[config.mk]
export PLATFORM = sky130hd
export DESIGN_NAME = rf_wport_arbiter
export DESIGN_NICKNAME = d
export VERILOG_FILES = /design/src/rtl/rf_wport_arbiter_pkg.sv /design/src/rtl/rf_wb_fifo.sv /design/src/rtl/rf_wport_arbiter.sv
export SDC_FILE = /design/constraint.sdc
export NUM_CORES = 1
export LEC_CHECK = 0
export CORE_MARGIN = 1.5
export CORE_UTILIZATION = 50
export CTS_CLUSTER_DIAMETER = 100
export CTS_CLUSTER_SIZE = 25
export DETAILED_ROUTE_END_ITERATION = 8
export GPL_ROUTABILITY_DRIVEN = 0
export GPL_TIMING_DRIVEN = 0
export PLACE_DENSITY_LB_ADDON = 0.3
export SLEW_MARGIN = 10
export SYNTH_ARGS = -nofsm -noshare
export SYNTH_HDL_FRONTEND = slang
export SYNTH_SLANG_ARGS = --single-unit
[constraint.sdc]
create_clock -name clk -period 3.5 [get_ports clk]
set_input_delay 0.7 -clock clk [delete_from_list [all_inputs] [get_ports clk]]
set_output_delay 0.7 -clock clk [all_outputs]
set_load 0.02 [all_outputs]
[src/rtl/rf_wport_arbiter_pkg.sv]
// Shared widths, constants and types for the register-file write-port arbiter.
package rf_wport_arbiter_pkg;

  localparam int unsigned REG_W = 5;
  localparam int unsigned XLEN  = 32;
  localparam int unsigned WB_W  = REG_W + XLEN;

  localparam logic [REG_W-1:0] X0 = '0;

  // One buffered long-unit result: destination register and data.
  typedef struct packed {
    logic [REG_W-1:0] wr;
    logic [XLEN-1:0]  wd;
  } wb_entry_t;

  // Which source owns the register-file write port this cycle.
  typedef enum logic [1:0] {
    SRC_NONE,
    SRC_PIPE,
    SRC_FIFO
  } wsrc_e;

endpackage

[src/rtl/rf_wb_fifo.sv]
// Generic synchronous FIFO; pointers carry one extra wrap bit so full and
// empty are distinguishable without an occupancy counter.
module rf_wb_fifo
  import rf_wport_arbiter_pkg::*;
#(
  parameter int unsigned DEPTH = 2,
  parameter int unsigned WIDTH = WB_W
) (
  input  logic             clk,
  input  logic             rst,
  input  logic             push,
  input  logic             pop,
  input  logic [WIDTH-1:0] din,
  output logic             full,
  output logic             empty,
  output logic [WIDTH-1:0] head
);

  localparam int unsigned AW = (DEPTH > 1) ? $clog2(DEPTH) : 1;
  localparam logic [AW:0] PTR_ONE = 1;

  logic [AW:0]      wptr, rptr;
  logic [WIDTH-1:0] mem [DEPTH];
  logic             do_push, do_pop;

  assign full    = (wptr[AW] != rptr[AW]) && (wptr[AW-1:0] == rptr[AW-1:0]);
  assign empty   = (wptr == rptr);
  assign do_push = push && !full;
  assign do_pop  = pop && !empty;
  assign head    = mem[rptr[AW-1:0]];

  // Pointer advance; reset discards all contents at once.
  always_ff @(posedge clk or posedge rst) begin
    if (rst) begin
      wptr <= '0;
      rptr <= '0;
    end else begin
      if (do_push) wptr <= wptr + PTR_ONE;
      if (do_pop)  rptr <= rptr + PTR_ONE;
    end
  end

  // Entry storage; contents are meaningless while the slot is unoccupied.
  always_ff @(posedge clk) begin
    if (do_push) mem[wptr[AW-1:0]] <= din;
  end

endmodule

[src/rtl/rf_wport_arbiter.sv]
// Arbitrates the register file's single write port between the in-order
// pipeline writeback and buffered long-latency results, with a busy-register
// scoreboard for decode hazards and an anti-starvation forced drain.
module rf_wport_arbiter
  import rf_wport_arbiter_pkg::*;
#(
  parameter int unsigned DEPTH  = 2,
  parameter int unsigned STARVE = 4
) (
  input  logic             clk,
  input  logic             rst,
  input  logic             p_we,
  input  logic [REG_W-1:0] p_wr,
  input  logic [XLEN-1:0]  p_wd,
  input  logic             iss_valid,
  input  logic [REG_W-1:0] iss_wr,
  output logic             iss_ready,
  input  logic             l_valid,
  input  logic [REG_W-1:0] l_wr,
  input  logic [XLEN-1:0]  l_wd,
  output logic             l_ready,
  input  logic [REG_W-1:0] chk_r1,
  input  logic [REG_W-1:0] chk_r2,
  output logic             hazard,
  output logic             stall_pipe,
  output logic             rf_we,
  output logic [REG_W-1:0] rf_wr,
  output logic [XLEN-1:0]  rf_wd,
  output logic             err_waw
);

  localparam int unsigned     CW        = $clog2(STARVE + 1);
  localparam logic [CW-1:0]   STARVE_C  = CW'(STARVE);
  localparam logic [CW-1:0]   CNT_ONE   = 1;

  wb_entry_t     head_e;
  wb_entry_t     push_e;
  logic          fifo_full, fifo_empty;
  logic          fifo_push, fifo_pop;
  wsrc_e         src;
  logic [31:1]   busy_q;
  logic [31:0]   busy;
  logic [CW-1:0] starve_cnt;
  logic          iss_fire;

  assign push_e    = '{wr: l_wr, wd: l_wd};
  assign l_ready   = !fifo_full;
  assign fifo_push = l_valid && l_ready;
  assign fifo_pop  = (src == SRC_FIFO);

  rf_wb_fifo #(
    .DEPTH (DEPTH),
    .WIDTH (WB_W)
  ) u_fifo (
    .clk   (clk),
    .rst   (rst),
    .push  (fifo_push),
    .pop   (fifo_pop),
    .din   (push_e),
    .full  (fifo_full),
    .empty (fifo_empty),
    .head  (head_e)
  );

  assign stall_pipe = (starve_cnt == STARVE_C) && !fifo_empty;

  // Write-port source selection: forced drain, then pipeline, then FIFO.
  always_comb begin
    src = SRC_NONE;
    if (stall_pipe)      src = SRC_FIFO;
    else if (p_we)       src = SRC_PIPE;
    else if (!fifo_empty) src = SRC_FIFO;
  end

  // Register-file write outputs driven from the selected source, zero when idle.
  always_comb begin
    rf_we = 1'b0;
    rf_wr = '0;
    rf_wd = '0;
    case (src)
      SRC_PIPE: begin
        rf_we = 1'b1;
        rf_wr = p_wr;
        rf_wd = p_wd;
      end
      SRC_FIFO: begin
        rf_we = 1'b1;
        rf_wr = head_e.wr;
        rf_wd = head_e.wd;
      end
      default: ;
    endcase
  end

  // x0 is never tracked, so it can never report busy.
  assign busy      = {busy_q, 1'b0};
  assign iss_ready = !busy[iss_wr];
  assign iss_fire  = iss_valid && iss_ready && (iss_wr != X0);
  assign hazard    = busy[chk_r1] | busy[chk_r2];

  // Scoreboard: set on accepted issue, clear when that result commits.
  always_ff @(posedge clk or posedge rst) begin
    if (rst) begin
      busy_q <= '0;
    end else begin
      for (int unsigned i = 1; i < 32; i++) begin
        if (iss_fire && (iss_wr == REG_W'(i)))
          busy_q[i] <= 1'b1;
        else if (fifo_pop && (head_e.wr == REG_W'(i)))
          busy_q[i] <= 1'b0;
      end
    end
  end

  // Sticky WAW error when the pipeline commits to a register still in flight.
  always_ff @(posedge clk or posedge rst) begin
    if (rst)
      err_waw <= 1'b0;
    else if ((src == SRC_PIPE) && busy[p_wr] && (p_wr != X0))
      err_waw <= 1'b1;
  end

  // Starvation counter: counts pipeline wins over a waiting FIFO, cleared by any dequeue.
  always_ff @(posedge clk or posedge rst) begin
    if (rst)
      starve_cnt <= '0;
    else if (fifo_pop)
      starve_cnt <= '0;
    else if (!fifo_empty && (src == SRC_PIPE) && (starve_cnt != STARVE_C))
      starve_cnt <= starve_cnt + CNT_ONE;
  end

endmodule

==> results.sh, run 1 <==
export IMPL_synth_top_cell_by_area="edfxtp_1"
export IMPL_worst_setup_path_type="reg -> out"
export IMPL_synth_edf_count=74
export IMPL_wirelength_mm=16.82
export IMPL_dp_cells=779
export IMPL_hold_viol_final=0
export IMPL_p_seq_frac=0.329
export IMPL_grt_pass1_wl_mm=26.59
export IMPL_multi_input_area_um2=2744
export IMPL_hold_slack_ns=0.4757
export IMPL_min_path_type="reg -> reg"
export IMPL_ys_seq_area_frac=0.5241
export IMPL_synth_top_area_share=0.3642
export IMPL_ir_worst_vdd_uv=391.6
export IMPL_path_common_cell="nor2_1"
export IMPL_final_setup_skew_ns=0.007265
export IMPL_port_buffers=128
export IMPL_r2r_end="busy_q[17]"
export IMPL_num_rows=40
export IMPL_fillCellCount=843
export IMPL_min_from="err_waw"
export IMPL_grt_overflow_total=0
export IMPL_drtIter0Drc=486
export IMPL_p_sw_frac=0.3707
export IMPL_grt_total_usage=0.2680
export IMPL_clk_latency_ns=0.41
export IMPL_worstPathArrival_ns=2.71
export IMPL_instances_no_fill=812
export IMPL_area_growth_pct=35.84
export IMPL_stdcell_area_um2=8289
export IMPL_clkSinkCount=113
export IMPL_cp_end_kind="output port"
export IMPL_regArea_um2=3201
export IMPL_grt_start_max_net_pins=40
export IMPL_cts_hold_fix_buffers=0
export IMPL_period_needed_ns=3.412
export IMPL_crit_chain="xnor2_2 -> nor2b_2 -> nor2_1 -> nor2b_1 -> inv_1 -> ha_2 -> clkbuf_4 -> clkbuf_8 -> nor2_1 -> dlygate4sd2_1"
export IMPL_final_nets=750
export IMPL_crit_slowest_cell="dfrtp_2"
export IMPL_synthesis_nets=600
export IMPL_slew_viol_final=0
export IMPL_synthFlopType="edfxtp_1"
export IMPL_firstDrtPassIters=6
export IMPL_final_cell_mix="clkdlybuf4s50_1, edfxtp_1, nor2_1, o21ai_0, mux2_2"
export IMPL_clkTransAtPathRegs_ns=0.05
export IMPL_path_buf_inv=4
export IMPL_max_slew_margin=0.3835
export IMPL_cts_buffer_depth=2
export IMPL_syn_cell_area_um2=6102
export IMPL_p_int_w=0.004509
export IMPL_syn_inst=502
export IMPL_drc=0
export IMPL_vias_per_cell=6.251
export IMPL_ys_ff_latch=113
export IMPL_routedWlPerCell_um=20.71
export IMPL_dieArea_um2=12880
export IMPL_dp_hpwl_mm=12.12
export IMPL_r2r_slack_ns=1.11
export IMPL_maxCapViolations=0
export IMPL_grt_pass1_vias=5249
export IMPL_min_path_cells=1
export IMPL_design_core_area_um2=11960
export IMPL_rsz0062_at_grt="false"
export IMPL_die_h_um=113.5
export IMPL_postLayoutCoreUtil=0.6930
export IMPL_n_antenna_cell=0
export IMPL_power_frac_comb=0.427
export IMPL_htreeDepth=4
export IMPL_yosys_warnings=0
export IMPL_finalPower_w=0.007165
export IMPL_clkPwrFrac=0.244
export IMPL_startpoint_type="register"
export IMPL_die_w_um=113.5
export IMPL_drive_gt1_frac=0.2075
export IMPL_synthTopCellsByArea="edfxtp_1, dfrtp_1, mux4_2"
export IMPL_cp_max_fo=10
export IMPL_cp_top_family="buffers and inverters"
export IMPL_p_sw_w=0.002656
export IMPL_vias=5076
export IMPL_synth_area_per_cell_um2=12.16
export IMPL_start_util=0.5101
export IMPL_root_buffer="clkbuf_16"
export IMPL_p_per_area_nw_per_um2=864.4
export IMPL_setup_violations=0
export IMPL_ios=137
export IMPL_worstMarginPinSlew_ns=0.9177
export IMPL_cts_buffers=17
export IMPL_synth_distinct_cells=48
export IMPL_layout_commonest_cell="clkdlybuf4s50_1"
export IMPL_min_period_over_period=0.9748
export IMPL_status="finished, final reports clean"
export IMPL_async_reset_ff_frac=0.3451
export IMPL_cts_tree="yes"
export IMPL_min_to="err_waw"
export IMPL_rr_startpoint="busy_q[20]"
export IMPL_antenna_left=0
export IMPL_total_leakage_power_nw=3.178
export IMPL_fmax_mhz=293.1
export IMPL_required_ns=2.80
export IMPL_postPlaceCellArea_um2=7616
export IMPL_rr_worst_depth=5
export IMPL_antenna_found_initial=0
export IMPL_critPathMaxStageDelay_ns=0.46
## per-stage QoR
step	TNS (ns)	worst slack, ns
floorplan	0	0.4708
global placement	-34.88	-0.6159
detailed placement	-15.93	-0.6300
CTS	-0.01882	-0.01882
global route	0	0.01089
finish	0	0.08818
## area by class of cell
type | count | share of cell area
clock inverters | 9 | 0.01208
plain buffers | 32 | 0.02279
multi-input cells | 341 | 0.3310
repair buffers | 133 | 0.1567
inverters | 14 | 0.006340
flip-flops and latches | 113 | 0.3861
clock buffers | 23 | 0.06279
well taps | 147 | 0.02219
## synthesized netlist by cell type, drive strengths merged (5+ instances only)
cell    instances
nand2          25
o21ai          42
nor2b           9
mux2i          19
o31ai          23
buf             9
nor2           52
mux4           24
nand2b          8
a22oi          36
xnor2           5
edfxtp         74
inv            14
a21oi           5
clkbuf         25
dfrtp          39
mux2           40
nand3          10
## worst max-delay path by stage
| stage | slack, ns | depth (start not counted) | endpoint | from |
|---|---|---|---|---|
| floorplan | 0.47 | 11 | rf_wr[1] | u_fifo.rptr[0] |
| global placement | -0.62 | 3 | u_fifo.mem[0][15] | l_valid |
| detailed placement | -0.63 | 7 | iss_ready | iss_wr[0] |
| CTS | -0.02 | 10 | rf_wr[0] | u_fifo.wptr[0] |
| global route | 0.01 | 10 | rf_wd[18] | u_fifo.wptr[0] |
| finish | 0.09 | 10 | rf_wd[13] | u_fifo.wptr[0] |
## worst reg2reg max path: cells and delay by family, from the launching register on
family	cells	cell delay [ns]
AO/OA/AOI/OAI	1	0.19
flip-flops	1	0.47
multiplexers	2	0.57
AND/OR/NAND/NOR	2	1.01
## power by group through the flow
stage | sequential [W] | combinational (W) | clock, W
after floorplan | 0.00219 | 0.00197 | 0
after global placement | 0.00232 | 0.00288 | 0
after detailed placement | 0.00234 | 0.00301 | 0
after CTS | 0.00234 | 0.00299 | 0.00176
after global routing | 0.00240 | 0.00327 | 0.00183
final | 0.00236 | 0.00306 | 0.00175
## flip-flops by register name, indices dropped and copies added (netlist names)
register,count
u_fifo.wptr,2
busy_q,31
u_fifo.mem,74
err_waw,1
starve_cnt,3
u_fifo.rptr,2
## routing by layer
metal | vias up | track usage | routed length, um
li1 | 2239 | - | -
met1 | 2499 | 0.3292 | 6389
met2 | 302 | 0.4546 | 8432
met3 | 36 | 0.06801 | 1530
met4 | 0 | 0.1092 | 463
met5 | - | 0 | 0
## kinds of logic (layout without fill, tap and decap cells)
family / count (synthesis) / in the layout / synth area share
mux: 83 / 83 / 0.1936
flops: 113 / 113 / 0.5241
buf+inv: 48 / 211 / 0.03260
fa+ha+maj: 4 / 4 / 0.008202
xor+xnor: 8 / 8 / 0.01148
simple gates: 117 / 117 / 0.08715
compound gates: 129 / 129 / 0.1429
## what timing repair did
| item | CTS | global route |
|---|---|---|
| buffers inserted | 1 | 2 |
| resized for setup | 81 | 15 |
| endpoints found under the setup margin | 40 | 24 |
| cloned | 0 | 0 |
| pin swaps | 0 | 0 |
Power figures use the tool's default switching activity.
==> inputs of run 2 (changes only) <==
Settings changed: CORE_UTILIZATION 50 to 51.
Clock period 3.5 ns to 3.6 ns, I/O delays scaled along.
==> run 2 against run 1 <==
Compared with the run above: the run now ends with design-rule violations left; worst hold slack improved by 0.018 ns; final area decreased by 1.3%; global-route usage is 0.81 points higher; routed wire length is 0.12% higher; via count about the same; sequential cell count did not move; worst setup slack worse by 0.0080 ns; clock power decreased by 11%; combinational power decreased by 5%; die area decreased by 1.9%; power fell by 5.3%; first-iteration DRC count shrank 9.9%; critical endpoint is now rf_wr[0]; largest cell class unchanged; highest routed layer unchanged.
==> results.sh, run 2 (same netlist as run 1, synthesis figures left out) <==
export IMPL_status="complete, but fails checks"
export IMPL_violations="design-rule violations"
export IMPL_p_per_area_nw_per_um2=829.1
export IMPL_n_antenna_cell=0
export IMPL_cts_tree="yes"
export IMPL_firstDrtPassIters=8
export IMPL_root_buffer="clkbuf_16"
export IMPL_slew_viol_final=0
export IMPL_final_nets=750
export IMPL_antenna_found_initial=0
export IMPL_largest_reg_flops=74
export IMPL_fmax_mhz=284.1
export IMPL_clkSinkCount=113
export IMPL_worstMarginPinSlew_ns=0.8261
export IMPL_cts_buffers=17
export IMPL_final_setup_skew_ns=0.005664
export IMPL_worstPathArrival_ns=2.80
export IMPL_critPathCapture="rf_wr[0]"
export IMPL_start_util=0.5276
export IMPL_postLayoutCoreUtil=0.7075
export IMPL_vias_per_cell=6.283
export IMPL_cts_buffer_depth=2
export IMPL_critPathMaxStageDelay_ns=0.49
export IMPL_min_path_type="reg -> reg"
export IMPL_cp_max_fo=10
export IMPL_rsz0062_at_grt="false"
export IMPL_grt_pass1_vias=5193
export IMPL_crit_chain="xnor2_2 -> nor2b_2 -> nor2_2 -> nor2b_1 -> inv_1 -> ha_2 -> clkbuf_4 -> clkbuf_8 -> nor2_1 -> dlygate4sd2_1"
export IMPL_startpoint="u_fifo.rptr[0]"
export IMPL_rr_startpoint="u_fifo.rptr[0]"
export IMPL_hold_viol_final=0
export IMPL_dieArea_um2=12630
export IMPL_period_needed_ns=3.520
export IMPL_max_slew_margin=0.4450
export IMPL_drive_gt1_frac=0.2015
export IMPL_die_w_um=112.4
export IMPL_grt_pass1_wl_mm=26.66
export IMPL_clkTransAtPathRegs_ns=0.05
export IMPL_htreeDepth=4
export IMPL_drtIter0Drc=438
export IMPL_dp_hpwl_mm=12.07
export IMPL_clk_latency_ns=0.41
export IMPL_cts_hold_fix_buffers=0
export IMPL_antenna_left=0
export IMPL_maxCapViolations=0
export IMPL_drc=6
export IMPL_design_core_area_um2=11560
export IMPL_port_buffers=128
export IMPL_crit_slowest_cell="dfrtp_2"
export IMPL_use_met3=0.07181
export IMPL_grt_start_max_net_pins=40
export IMPL_r2r_end="busy_q[18]"
export IMPL_worst_setup_path_type="reg -> out"
export IMPL_num_rows=39
export IMPL_routedWlPerCell_um=20.84
export IMPL_cp_end_kind="output port"
export IMPL_met1_usage=0.3432
export IMPL_required_ns=2.88
export IMPL_total_leakage_power_nw=3.148
export IMPL_ios=137
export IMPL_grt_total_usage=0.2761
export IMPL_grt_busiest_layer="met2"
export IMPL_min_period_over_period=0.9777
export IMPL_multi_input_area_um2=2734
export IMPL_finalPower_w=0.006783
export IMPL_area_growth_pct=34.08
export IMPL_ir_worst_vdd_uv=454.9
export IMPL_rr_worst_depth=10
export IMPL_vias=5077
export IMPL_tns_ns=0
export IMPL_grt_overflow_total=0
export IMPL_regArea_um2=3199
export IMPL_final_cell_mix="clkdlybuf4s50_1, edfxtp_1, nor2_1, o21ai_0, mux2_2"
export IMPL_use_met2=0.4728
export IMPL_setup_violations=0
export IMPL_startpoint_type="register"
export IMPL_wirelength_mm=16.84
export IMPL_fillCellCount=844
export IMPL_layout_commonest_cell="clkdlybuf4s50_1"
export IMPL_die_h_um=112.4
export IMPL_r2r_slack_ns=1.17
==> run 2: cell types whose count changed in the layout (fill, tap and decap cells not counted), moves of 2 or more <==
| cell | before | now |
|---|---|---|
| clkbuf_16 | 19 | 17 |
| clkbuf_8 | 5 | 2 |
| clkdlybuf4s15_1 | 4 | 1 |
| clkdlybuf4s15_2 | 4 | 0 |
| clkinv_2 | 3 | 8 |
| clkinv_4 | 2 | 0 |
| clkinvlp_4 | 0 | 2 |
| dlygate4sd2_1 | 28 | 34 |
==> run 2: what timing repair did <==
item                                    in CTS  in global routing
gates resized for setup                     71                 15
endpoints found under the setup margin      40                 28
setup buffers                                0                  3
hold endpoints to repair                     0                  0
pin swaps                                    0                  2
==> run 2: worst min-delay path by stage <==
stage,from,to,slack (ns),cells past startpoint
2_1_floorplan,u_fifo.wptr[1],u_fifo.wptr[1],0.46,1
4_1_cts,err_waw,err_waw,0.50,1
5_1_grt,u_fifo.wptr[1],u_fifo.wptr[1],0.52,1
6_report,err_waw,err_waw,0.49,1
3_3_place_gp,err_waw,err_waw,0.47,1
3_5_place_dp,err_waw,err_waw,0.48,1
==> run 2: power by group <==
group	internal, W	leakage (nW)	switching [W]
sequential	0.00190	1.17	0.000411
combinational	0.00132	1.70	0.00160
clock	0.000998	0.274	0.000564
total	0.00421	3.15	0.00257
==> run 2: per-stage QoR <==
stage | setup WS (ns) | hold WS (ns) | std cells | area (um2)
after floorplan | 0.5508 | 0.4607 | 502 | 6102
after global placement | -0.5603 | 0.4662 | 773 | 7562
after detailed placement | -0.5104 | 0.4779 | 775 | 7611
after CTS | 0.004065 | 0.4954 | 805 | 8175
after global routing | 0.004857 | 0.5169 | 808 | 8182
final | 0.08020 | 0.4936 | 808 | 8182
==> run 2: critical path, delay by kind of cell, from the launching register on <==
kind	cells	cell delay (ns)
flops	1	0.49
fa+ha+maj	1	0.34
xor+xnor	1	0.21
buf+inv	4	0.82
simple gates	4	0.52
==> run 2: final cells by class <==
| class | count | area share |
|---|---|---|
| clock inverters | 14 | 0.01499 |
| repair buffers | 133 | 0.1557 |
| plain buffers | 32 | 0.02340 |
| well taps | 143 | 0.02187 |
| clock buffers | 18 | 0.05245 |
| multi-input cells | 341 | 0.3341 |
| flip-flops and latches | 113 | 0.3910 |
| inverters | 14 | 0.006423 |
==> run 2: routing by layer <==
layer,wire (um),part of all wire,up-vias
met5,0,0,-
met4,255,0.015,0
met3,1559,0.093,27
met2,8665,0.51,298
met1,6356,0.38,2507
li1,-,-,2245
==> inputs of run 3 (changes only) <==
Settings changed: CORE_ASPECT_RATIO from default to 1.1.
==> run 3 against run 2 <==
Compared with the run above: the flow now finishes without violations; power increased by 0.19%; critical path depth is 3 lower; clock skew is 0.0019 ns higher.
==> results.sh, run 3 (same netlist as run 1, synthesis figures left out) <==
export IMPL_setup_violations=0
export IMPL_ir_worst_vdd_uv=448.4
export IMPL_rsz0062_at_grt="false"
export IMPL_design_core_area_um2=11540
export IMPL_die_w_um=107.3
export IMPL_antenna_left=0
export IMPL_cp_end_kind="output port"
export IMPL_cts_buffers=17
export IMPL_grt_pass1_vias=5336
export IMPL_critPathCapture="hazard"
export IMPL_grt_start_max_net_pins=40
export IMPL_wirelength_mm=16.97
export IMPL_total_leakage_power_nw=3.129
export IMPL_vias=5068
export IMPL_root_buffer="clkbuf_16"
export IMPL_grt_total_usage=0.2783
export IMPL_vias_per_cell=6.241
export IMPL_antenna_found_initial=0
export IMPL_cts_hold_fix_buffers=0
export IMPL_min_path_type="reg -> reg"
export IMPL_hold_slack_ns=0.4944
export IMPL_ios=137
export IMPL_crit_chain="dlygate4sd2_1 -> mux2_2 -> a221oi_1 -> a2111oi_0 -> a311oi_1 -> o2111ai_1 -> dlygate4sd2_1"
export IMPL_die_h_um=117.7
export IMPL_worst_path_stages=7
export IMPL_path_buf_inv=2
export IMPL_layout_commonest_cell="clkdlybuf4s50_1"
export IMPL_firstDrtPassIters=5
export IMPL_rr_worst_depth=5
export IMPL_startpoint="chk_r2[1]"
export IMPL_cp_top_family="compound AO/OA/AOI/OAI gates"
export IMPL_clkTransAtPathRegs_ns=0.05
export IMPL_cts_tree="yes"
export IMPL_drtIter0Drc=339
export IMPL_crit_slowest_cell="mux2_2"
export IMPL_area_growth_pct=34.53
export IMPL_start_util=0.5287
export IMPL_port_buffers=128
export IMPL_max_slew_margin=0.4284
export IMPL_grt_pass1_wl_mm=26.85
export IMPL_p_per_area_nw_per_um2=827.9
export IMPL_cts_buffer_depth=2
export IMPL_final_setup_skew_ns=0.007582
export IMPL_drive_gt1_frac=0.1918
export IMPL_final_cell_mix="clkdlybuf4s50_1, edfxtp_1, nor2_1, o21ai_0"
export IMPL_final_nets=747
export IMPL_slew_viol_final=0
export IMPL_worst_setup_path_type="in -> out"
export IMPL_fillCellCount=835
export IMPL_path_common_cell="dlygate4sd2_1"
export IMPL_largest_reg_flops=74
export IMPL_status="finished, final reports clean"
export IMPL_critPathMaxStageDelay_ns=0.37
export IMPL_dp_hpwl_mm=12.06
export IMPL_num_rows=41
export IMPL_rr_startpoint="busy_q[21]"
export IMPL_worstPathArrival_ns=2.77
export IMPL_instances_no_fill=812
export IMPL_min_period_over_period=0.9706
export IMPL_finalPower_w=0.006796
export IMPL_cp_max_fo=6
export IMPL_routedWlPerCell_um=20.90
export IMPL_period_needed_ns=3.494
export IMPL_clkSinkCount=113
export IMPL_n_antenna_cell=0
export IMPL_grt_overflow_total=0
export IMPL_cts_setup_buffers=0
export IMPL_r2r_slack_ns=1.23
export IMPL_drc=0
export IMPL_clk_latency_ns=0.41
export IMPL_dieArea_um2=12630
export IMPL_dp_cells=782
export IMPL_startpoint_type="input port"
export IMPL_required_ns=2.88
export IMPL_fmax_mhz=286.2
export IMPL_hold_viol_final=0
export IMPL_maxCapViolations=0
export IMPL_worstMarginPinSlew_ns=0.8509
export IMPL_r2r_end="busy_q[17]"
export IMPL_htreeDepth=4
run 3: cell type report:
cell class | count | area [um2] | area share
multi-input cells | 341 | 2726 | 0.3321
repair buffers | 130 | 1272 | 0.1550
well taps | 150 | 187.7 | 0.02286
plain buffers | 32 | 182.7 | 0.02225
inverters | 14 | 52.55 | 0.006401
clock inverters | 15 | 161.4 | 0.01966
clock buffers | 17 | 425.4 | 0.05182
flip-flops and latches | 113 | 3201 | 0.3899
run 3: worst min path at each step:
| stage | slack, ns | startpoint | depth (start not counted) | endpoint |
|---|---|---|---|---|
| 2_1_floorplan | 0.46 | u_fifo.wptr[1] | 1 | u_fifo.wptr[1] |
| 3_3_place_gp | 0.46 | err_waw | 1 | err_waw |
| 3_5_place_dp | 0.48 | err_waw | 1 | err_waw |
| 4_1_cts | 0.50 | u_fifo.wptr[1] | 1 | u_fifo.wptr[1] |
| 5_1_grt | 0.51 | u_fifo.wptr[1] | 1 | u_fifo.wptr[1] |
| 6_report | 0.49 | u_fifo.wptr[1] | 1 | u_fifo.wptr[1] |
run 3: per-layer routing:
metal  GRT usage  wire (um)  part of all wire  vias up
met1      0.3247       6310              0.37     2434
met2      0.4682       8561              0.50      328
met5           0          0                 0        -
met4      0.1458        590             0.035        0
li1            -          -                 -     2241
met3     0.07032       1509             0.089       65
run 3: power by group:
group	switching [W]	internal [W]	total, W
sequential	0.000404	0.00190	0.00230
clock	0.000618	0.00102	0.00164
combinational	0.00157	0.00128	0.00285
run 3: worst reg2reg max path: stages (launching register included):
cell     delay (ns)
dfrtp_1        0.48
mux2i_1        0.11
mux4_2         0.46
and3_1         0.25
nor3_1         0.71
o31ai_1        0.21
run 3: what timing repair did:
action                     CTS  global route
pin swaps                    1             0
cloned                       0             0
gates resized for setup     70             3
setup endpoints to repair   40            11
run 3: through the flow:
stage	util	setup WS, ns	area (um2)	TNS, ns
2_1_floorplan	-	0.5508	6102	0
3_3_place_gp	0.6559	-0.5086	7571	-27.72
3_5_place_dp	0.6602	-0.5198	7620	-10.40
4_1_cts	0.7109	0.06153	8205	0
5_1_grt	0.7112	0.02466	8209	0
6_report	0.7112	0.1057	8209	0
